--- src/rtl/bp_update_queue.sv ---
// bp_update_queue
// Collects up to two resolved branches per cycle from the execute pipes and
// sends them one per cycle, oldest first, to the predictor's update port.
// Execute is held off through res_ready whenever a worst-case two-entry
// push might not fit.
module bp_update_queue #(
  parameter int DEPTH = 8,
  parameter int PC_W  = 14
) (
  input  logic                     clk,
  input  logic                     rst,
  input  logic                     res0_valid,
  input  logic                     res0_taken,
  input  logic [PC_W-1:0]          res0_pc,
  input  logic                     res1_valid,
  input  logic                     res1_taken,
  input  logic [PC_W-1:0]          res1_pc,
  output logic                     res_ready,
  output logic                     is_b_ope,
  output logic                     is_branch,
  output logic [PC_W-1:0]          w_pc,
  output logic [$clog2(DEPTH):0]   occupancy
);

  localparam int AW = $clog2(DEPTH);
  localparam int CW = AW + 1;
  localparam logic [CW-1:0] READY_MAX = CW'(DEPTH - 2);

  logic [PC_W-1:0] pc_mem [DEPTH];
  logic [DEPTH-1:0] taken_mem;

  logic [AW-1:0] wr_ptr;
  logic [AW-1:0] rd_ptr;
  logic [AW-1:0] slot1;
  logic [CW-1:0] count;

  logic       push0;
  logic       push1;
  logic       do_pop;
  logic [1:0] push_cnt;

  // res_ready only looks at the registered count, so a two-entry push always
  // fits even though this edge's pop is not credited.
  assign res_ready = (count <= READY_MAX);
  assign push0     = res_ready & res0_valid;
  assign push1     = res_ready & res1_valid;
  assign do_pop    = (count != '0);
  assign push_cnt  = {1'b0, push0} + {1'b0, push1};

  // res1 lands directly behind res0 when both push, otherwise in the next
  // free slot, so a lone res1 never leaves a hole.
  assign slot1     = push0 ? (wr_ptr + AW'(1)) : wr_ptr;

  assign occupancy = count;

  // Entry storage; stale contents need no reset because the pointers define
  // which slots are live.
  always_ff @(posedge clk) begin
    if (push0) begin
      pc_mem[wr_ptr]    <= res0_pc;
      taken_mem[wr_ptr] <= res0_taken;
    end
    if (push1) begin
      pc_mem[slot1]    <= res1_pc;
      taken_mem[slot1] <= res1_taken;
    end
  end

  // Pointer and count bookkeeping; reset wins over any same-edge push or pop.
  always_ff @(posedge clk) begin
    if (rst) begin
      wr_ptr <= '0;
      rd_ptr <= '0;
      count  <= '0;
    end else begin
      wr_ptr <= wr_ptr + AW'(push_cnt);
      if (do_pop) begin
        rd_ptr <= rd_ptr + AW'(1);
      end
      count <= count + CW'(push_cnt) - CW'(do_pop);
    end
  end

  // Predictor update register: strobe for one cycle per entry, otherwise
  // hold the last outcome and PC.
  always_ff @(posedge clk) begin
    if (rst) begin
      is_b_ope  <= 1'b0;
      is_branch <= 1'b0;
      w_pc      <= '0;
    end else if (do_pop) begin
      is_b_ope  <= 1'b1;
      is_branch <= taken_mem[rd_ptr];
      w_pc      <= pc_mem[rd_ptr];
    end else begin
      is_b_ope  <= 1'b0;
    end
  end

endmodule

--- config.mk ---
export PLATFORM = sky130hd
export DESIGN_NAME = bp_update_queue
export DESIGN_NICKNAME = d
export VERILOG_FILES = /design/src/rtl/bp_update_queue.sv
export SDC_FILE = /design/constraint.sdc
export NUM_CORES = 1
export LEC_CHECK = 0
export ABC_AREA = 0
export BUFFER_PORTS_ARGS = -buffer_cell sky130_fd_sc_hd__buf_2
export CAP_MARGIN = 10
export CORE_AREA = 2 2 163 165
export CTS_BUF_LIST = sky130_fd_sc_hd__clkbuf_8
export CTS_CLUSTER_SIZE = 10
export DETAILED_ROUTE_END_ITERATION = 10
export DIE_AREA = 0 0 165 167
export GPL_TIMING_DRIVEN = 0
export PLACE_DENSITY = 0.48
export SLEW_MARGIN = 10
export SYNTH_ARGS = -nofsm -noshare
export SYNTH_HDL_FRONTEND = slang
export SYNTH_SLANG_ARGS = --single-unit
--- constraint.sdc ---
create_clock -name clk -period 3.2 [get_ports clk]
set_clock_uncertainty 0.15 [all_clocks]
set_input_delay 0.64 -clock clk [delete_from_list [all_inputs] [get_ports clk]]
set_output_delay 0.64 -clock clk [all_outputs]
set_load 0.02 [all_outputs]
# ---- Word level (Yosys, flattened, before mapping)
# Memories as Yosys holds them, arrays and structs flattened. A register that Yosys moved wholly into a read port is not among the register bits.
# Index checks and enable logic that the tools add are counted.
dict set report word_totals {
  memories 1
  ram_bits 112
  regBits 20
  wordCells 40
  inputBits 34
}
# name depth word_bits rd rd_clocked_by_memory_dff wr line_no
set memory_table {}
lappend memory_table {pc_mem 8 14 1 1 2 29} ;# logic [PC_W-1:0] pc_mem [DEPTH];
dict set report classes {
  n_lt_le_gt_ge 6
  bitwise_logic 2
  n_mux 16
  addsub 6
  reduce_logical 3
}
# operator count
set ops {}
lappend ops {{$bwmux W8} 2}
lappend ops {{$mux W8} 2}
lappend ops {{$lt A3 B4 Y1 const B} 3}
lappend ops {{$mux W1} 8}
lappend ops {{$add A3 B1 Y3 const B} 2}
lappend ops {{$demux W1 S3} 2}
lappend ops {{$ge A3 B1 Y1 const B} 2}
lappend ops {{$add A4 B2 Y4} 1}
lappend ops {{$le A4 B3 Y1 const B} 1}
lappend ops {{$reduce_bool A4 Y1} 1}
lappend ops {{$sub A4 B1 Y4} 1}
lappend ops {{$add A3 B2 Y3} 1}
lappend ops {{$bmux W1 S3} 1}
lappend ops {{$mux W3} 1}
lappend ops {{$add A1 B1 Y2} 1}
lappend ops {{$and A1 B1 Y1} 2}
lappend ops {{$logic_and A1 B1 Y1} 2}

# ---- Logic depth before layout (Yosys ltp)
dict set report logic_depth {
  depth_word 9
  mapped_depth 14
  depth_no_buf 13
}

# ---- Worst setup path after synthesis
# OpenSTA, ideal clock, no wires.
dict set report synth_path {
  kind {reg2reg}
  from {register count[3], in the netlist occupancy[3]}
  to {memory pc_mem[2][0] (enable)}
  path_stages_with_launch 8
  setup_slack_ps -81
  t_required_ps 2646
  path_buffers 2
  period_less_slack_ps 3281
  arrival_time_ps 2726
  path_cell_list {dfxtp_1 inv_1 ha_1 and3_4 buf_6 or4_1 clkbuf_1 o21ai_0}
}
# element line_no
set synth_lines {}
lappend synth_lines {{from (decl)} 35} ;# logic [CW-1:0] count;
lappend synth_lines {{from (signal assigned)} 80} ;# count <= count + CW'(push_cnt) - CW'(do_pop);
lappend synth_lines {{to (decl)} 29}

==> summary.md <==
| Metric | Value |
|---|---|
| Outcome | complete, no violations |
| Area share of fa/ha/maj cells after synthesis | between 2 and 2.5% |
| Area Overhead vs Synth | 17.37% |
| Nets@finish | between 600 and 700 |
| Port bufs | 51 |
| Routed WL per cell | 22.97 um |
| Area leader, netlist | edfxtp_1 |
| Post-route DRC | 0 |
| CP arrival | roughly 3 ns |
| Highest Clock Rate | 327.4 MHz |
| Critical R2R Launch | occupancy[3]$_SDFF_PP0_ |
| R2R depth | 11 |
| Period minus WS final | roughly 3 ns |
| CP Capture Point | pc_mem[3][2]$_DFFE_PP_ |
| Antenna Nets Post-Route | 0 |
| CP required | about 3.2 ns |
| Worst slew pin tran | about 1.1 ns |
| Die footprint | 0.02756 sq mm |
| Total number of vias | 4715 |
| Max Root-Sink Buffers | 2 |
| CP Class | reg -> reg |
| CTS tree | yes |
| Syn Nets | 551 |
| Final setup fails | 0 |
| #FFs+latches synth | 146 |
| Total Routing Usage GR | roughly 16% |
| Commonest cells post-synth | 112 x edfxtp_1, 72 x mux2_2, 34 x dfxtp_1 |
| Post-synthesis average cell area | around 15 sq um |
| Clock buffer count from CTS | 17 |
| Sequential area share after synthesis | between 50% and 60% |
| Reg clk slew, reported paths | around 0.090 ns |
| Unrepaired setup endpoints after global routing | false |
| Die H | around 170 um |
| PwrDens | ~800 mW/mm^2 |
| Post-Synth Simple-Gate Area | under 10% |
| Number of global-route vias before repair | between 4000 and 5000 |
| Post-synthesis cell type count | 44 |
| Die W | 165 um |
| First-pass GRT wire length | 31880 um |
| Dominant synthesized flop cell | edfxtp_1 |
| Final Hold Viols | 0 |
| Power Total | roughly 0.0071 W |
| Clock sink count | between 100 and 150 |
| Max-Cap Viols | 0 |
| Drt pass-1 iters | 4 |
| CP Max Fanout | 10 |
| H-tree depth | 4 |
| Synth top area cells | edfxtp_1 44%, mux2_2 11%, dfxtp_1 8.9%, mux4_2 8.9%, mux2_4 6.3% |
| Min-delay worst type | reg -> reg |
| Largest net degree at the start of global routing | 17 |
| DR iter-0 viols | just under 400 |
| Dpl cells | roughly 900 |
| Mapped Area | between 0.007 and 0.008 sq mm |
| Largest family of logic cells by synthesized area | multiplexers |
| EDFF count, synth | about 110 |
| Relative slew slack | 28.41% |
| Antenna violations before repair | 2 |
| CP Capture Type | flip-flop |
| R2r endpoint | pc_mem[3][2]$_DFFE_PP_ |
| Xor-xnor portion of the synthesized cell area | 0.6909% |
| Slew Limit Fails | 0 |
| Dpl cell area | around 0.0084 sq mm |
| Initial Utilization | between 20 and 30% |
| GP Congestion | 0.7782 |
| Mux cell area share after synthesis | around 30% |
| Ys async rst share | 0% |
| Core ar. | between 0.02 and 0.03 sq mm |
| Row Count | a little under 60 |
| Leakage | between 3 and 4 nW |
| Syn Inst Count | between 500 and 600 |
| Final Non-Filler Cells | between 900 and 1000 |
| DP HPWL | between 10000 and 15000 um |
| Most common cell in the netlist | edfxtp_1 |
| Fin crit share | between 90% and 100% |
| Compound-gate portion of the synthesized area | between 5 and 6% |
| Final Util | between 30% and 40% |
| R2r setup slk | 0.15 ns |
| Total wire length | 21450 um |
| Root buf cell | clkbuf_8 |
| Num ports | between 50 and 60 |
| Final worst slack | 0.1453 ns |
| Grt ovf | 0 |
| Yosys warns | 0 |
| Vias per std cell | between 5 and 6 |
| Post-route cell area | a little under 0.009 sq mm |
| Crit path from | occupancy[3]$_SDFF_PP0_ |
| Clock latency on the worst-skew pair | ~0.46 ns |
| Synth top area share | 44.22% |
| VDD IR max | 383.5 uV |
| Place WS | -0.1734 ns |
| Layout cells sized above 1 | 45.23% |
| Crit start category | flip-flop |
-- worst min path at each step --
stage	startpoint	to	slack, ns	depth (start not counted)
after floorplan	taken_mem[2]$_DFF_P_	taken_mem[2]$_DFF_P_	0.32	2
after global placement	w_pc[9]$_SDFFE_PP0N_	w_pc[9]$_SDFFE_PP0N_	0.34	2
after detailed placement	is_branch$_SDFFE_PP0N_	is_branch$_SDFFE_PP0N_	0.34	2
after CTS	is_branch$_SDFFE_PP0N_	is_branch$_SDFFE_PP0N_	0.36	2
after global routing	is_branch$_SDFFE_PP0N_	is_branch$_SDFFE_PP0N_	0.38	2
final	w_pc[10]$_SDFFE_PP0N_	w_pc[10]$_SDFFE_PP0N_	0.35	2
-- logic make-up (layout without fill, tap and decap cells) --
family,count (synthesis),count (layout)
AO/OA/AOI/OAI,63,63
XOR/XNOR,6,6
adder cells (fa/ha/maj),13,13
buffers and inverters,50,143
flip-flops,146,146
multiplexers,158,158
other,0,2
AND/OR/NAND/NOR,68,68
-- cell usage in the layout, fill, tap and decap left out, drive strengths merged, types with 2 or more instances in the layout --
| cell | synthesis | layout |
|---|---|---|
| xor2 | 2 | 2 |
| dfxtp | 34 | 34 |
| fa | 2 | 2 |
| mux2i | 16 | 16 |
| nand2b | 3 | 3 |
| edfxtp | 112 | 112 |
| mux2 | 112 | 112 |
| clkinv | 0 | 2 |
| nand4 | 6 | 6 |
| a211oi | 15 | 15 |
| nor2 | 25 | 25 |
| a311oi | 8 | 8 |
| a31o | 9 | 9 |
| inv | 11 | 16 |
| nor2b | 8 | 8 |
| and3 | 2 | 2 |
| nand3 | 7 | 7 |
| ha | 11 | 11 |
| buf | 25 | 86 |
| nand2 | 4 | 4 |
| nand4b | 4 | 4 |
| mux4 | 30 | 30 |
| bufinv | 0 | 2 |
| a31oi | 8 | 8 |
| o31ai | 3 | 3 |
| diode | 0 | 2 |
| clkbuf | 14 | 34 |
| clkinvlp | 0 | 3 |
| xnor2 | 4 | 4 |
| o21ai | 16 | 16 |
| or4 | 3 | 3 |
-- metal layers --
layer	GRT usage, %	share of wire [%]	wire, um
met1	22.08	45	9659
met2	25.91	48	10340
met3	3.537	5.1	1090
met4	4.612	1.7	362
met5	0	0	0
-- power breakdown --
part | switching [W] | internal [W] | total (W) | leakage [nW]
Combinational | 0.00161 | 0.00126 | 0.00288 | 1.67
Sequential | 0.000203 | 0.00257 | 0.00277 | 1.30
Clock | 0.000742 | 0.000745 | 0.00149 | 0.204
Total | 0.00256 | 0.00457 | 0.00713 | 3.18
-- area by class of cell --
| type | count | area [sq um] |
|---|---|---|
| Timing Repair Buffer | 61 | 386.6 |
| Multi-Input combinational cell | 308 | 3379 |
| Inverter | 11 | 41.29 |
| Clock buffer | 20 | 275.3 |
| Tap cell | 335 | 419.2 |
| Sequential cell | 146 | 4046 |
| Antenna cell | 2 | 5.005 |
| Fill cell | 2471 | 16840 |
| Clock inverter | 12 | 118.9 |
| Buffer | 39 | 255.2 |
-- critical path, stage by stage (launching register included) --
cell and delay [ns]:
dfxtp_2 0.36, inv_1 0.06, ha_2 0.20, and3_4 0.18, buf_6 0.14, or4b_4 0.54
buf_6 0.15, a31o_1 0.19, buf_6 0.15, buf_6 0.19, o21ai_4 0.20, buf_8 0.21
-- stage by stage --
| step | hold slack, ns | TNS [ns] |
|---|---|---|
| after floorplan | 0.3208 | -4.573 |
| after global placement | 0.3437 | -127.23 |
| after detailed placement | 0.3445 | -2.803 |
| after CTS | 0.3563 | 0 |
| after global routing | 0.3782 | 0 |
| final | 0.3502 | 0 |
-- flip-flops by register name (all words and copies together), names as in the netlist --
register	flops
is_b_ope	1
is_branch	1
occupancy	4
pc_mem	112
rd_ptr	3
taken_mem	8
w_pc	14
wr_ptr	3
-- timing repair --
action	4_1_cts	5_1_grt
setup buffers	2	0
setup endpoints to repair	56	70
pin swaps	1	0
hold buffers	0	0
gates cloned	0	0
gates resized for setup	10	10
No activity file was read; power rests on OpenSTA's default activity.
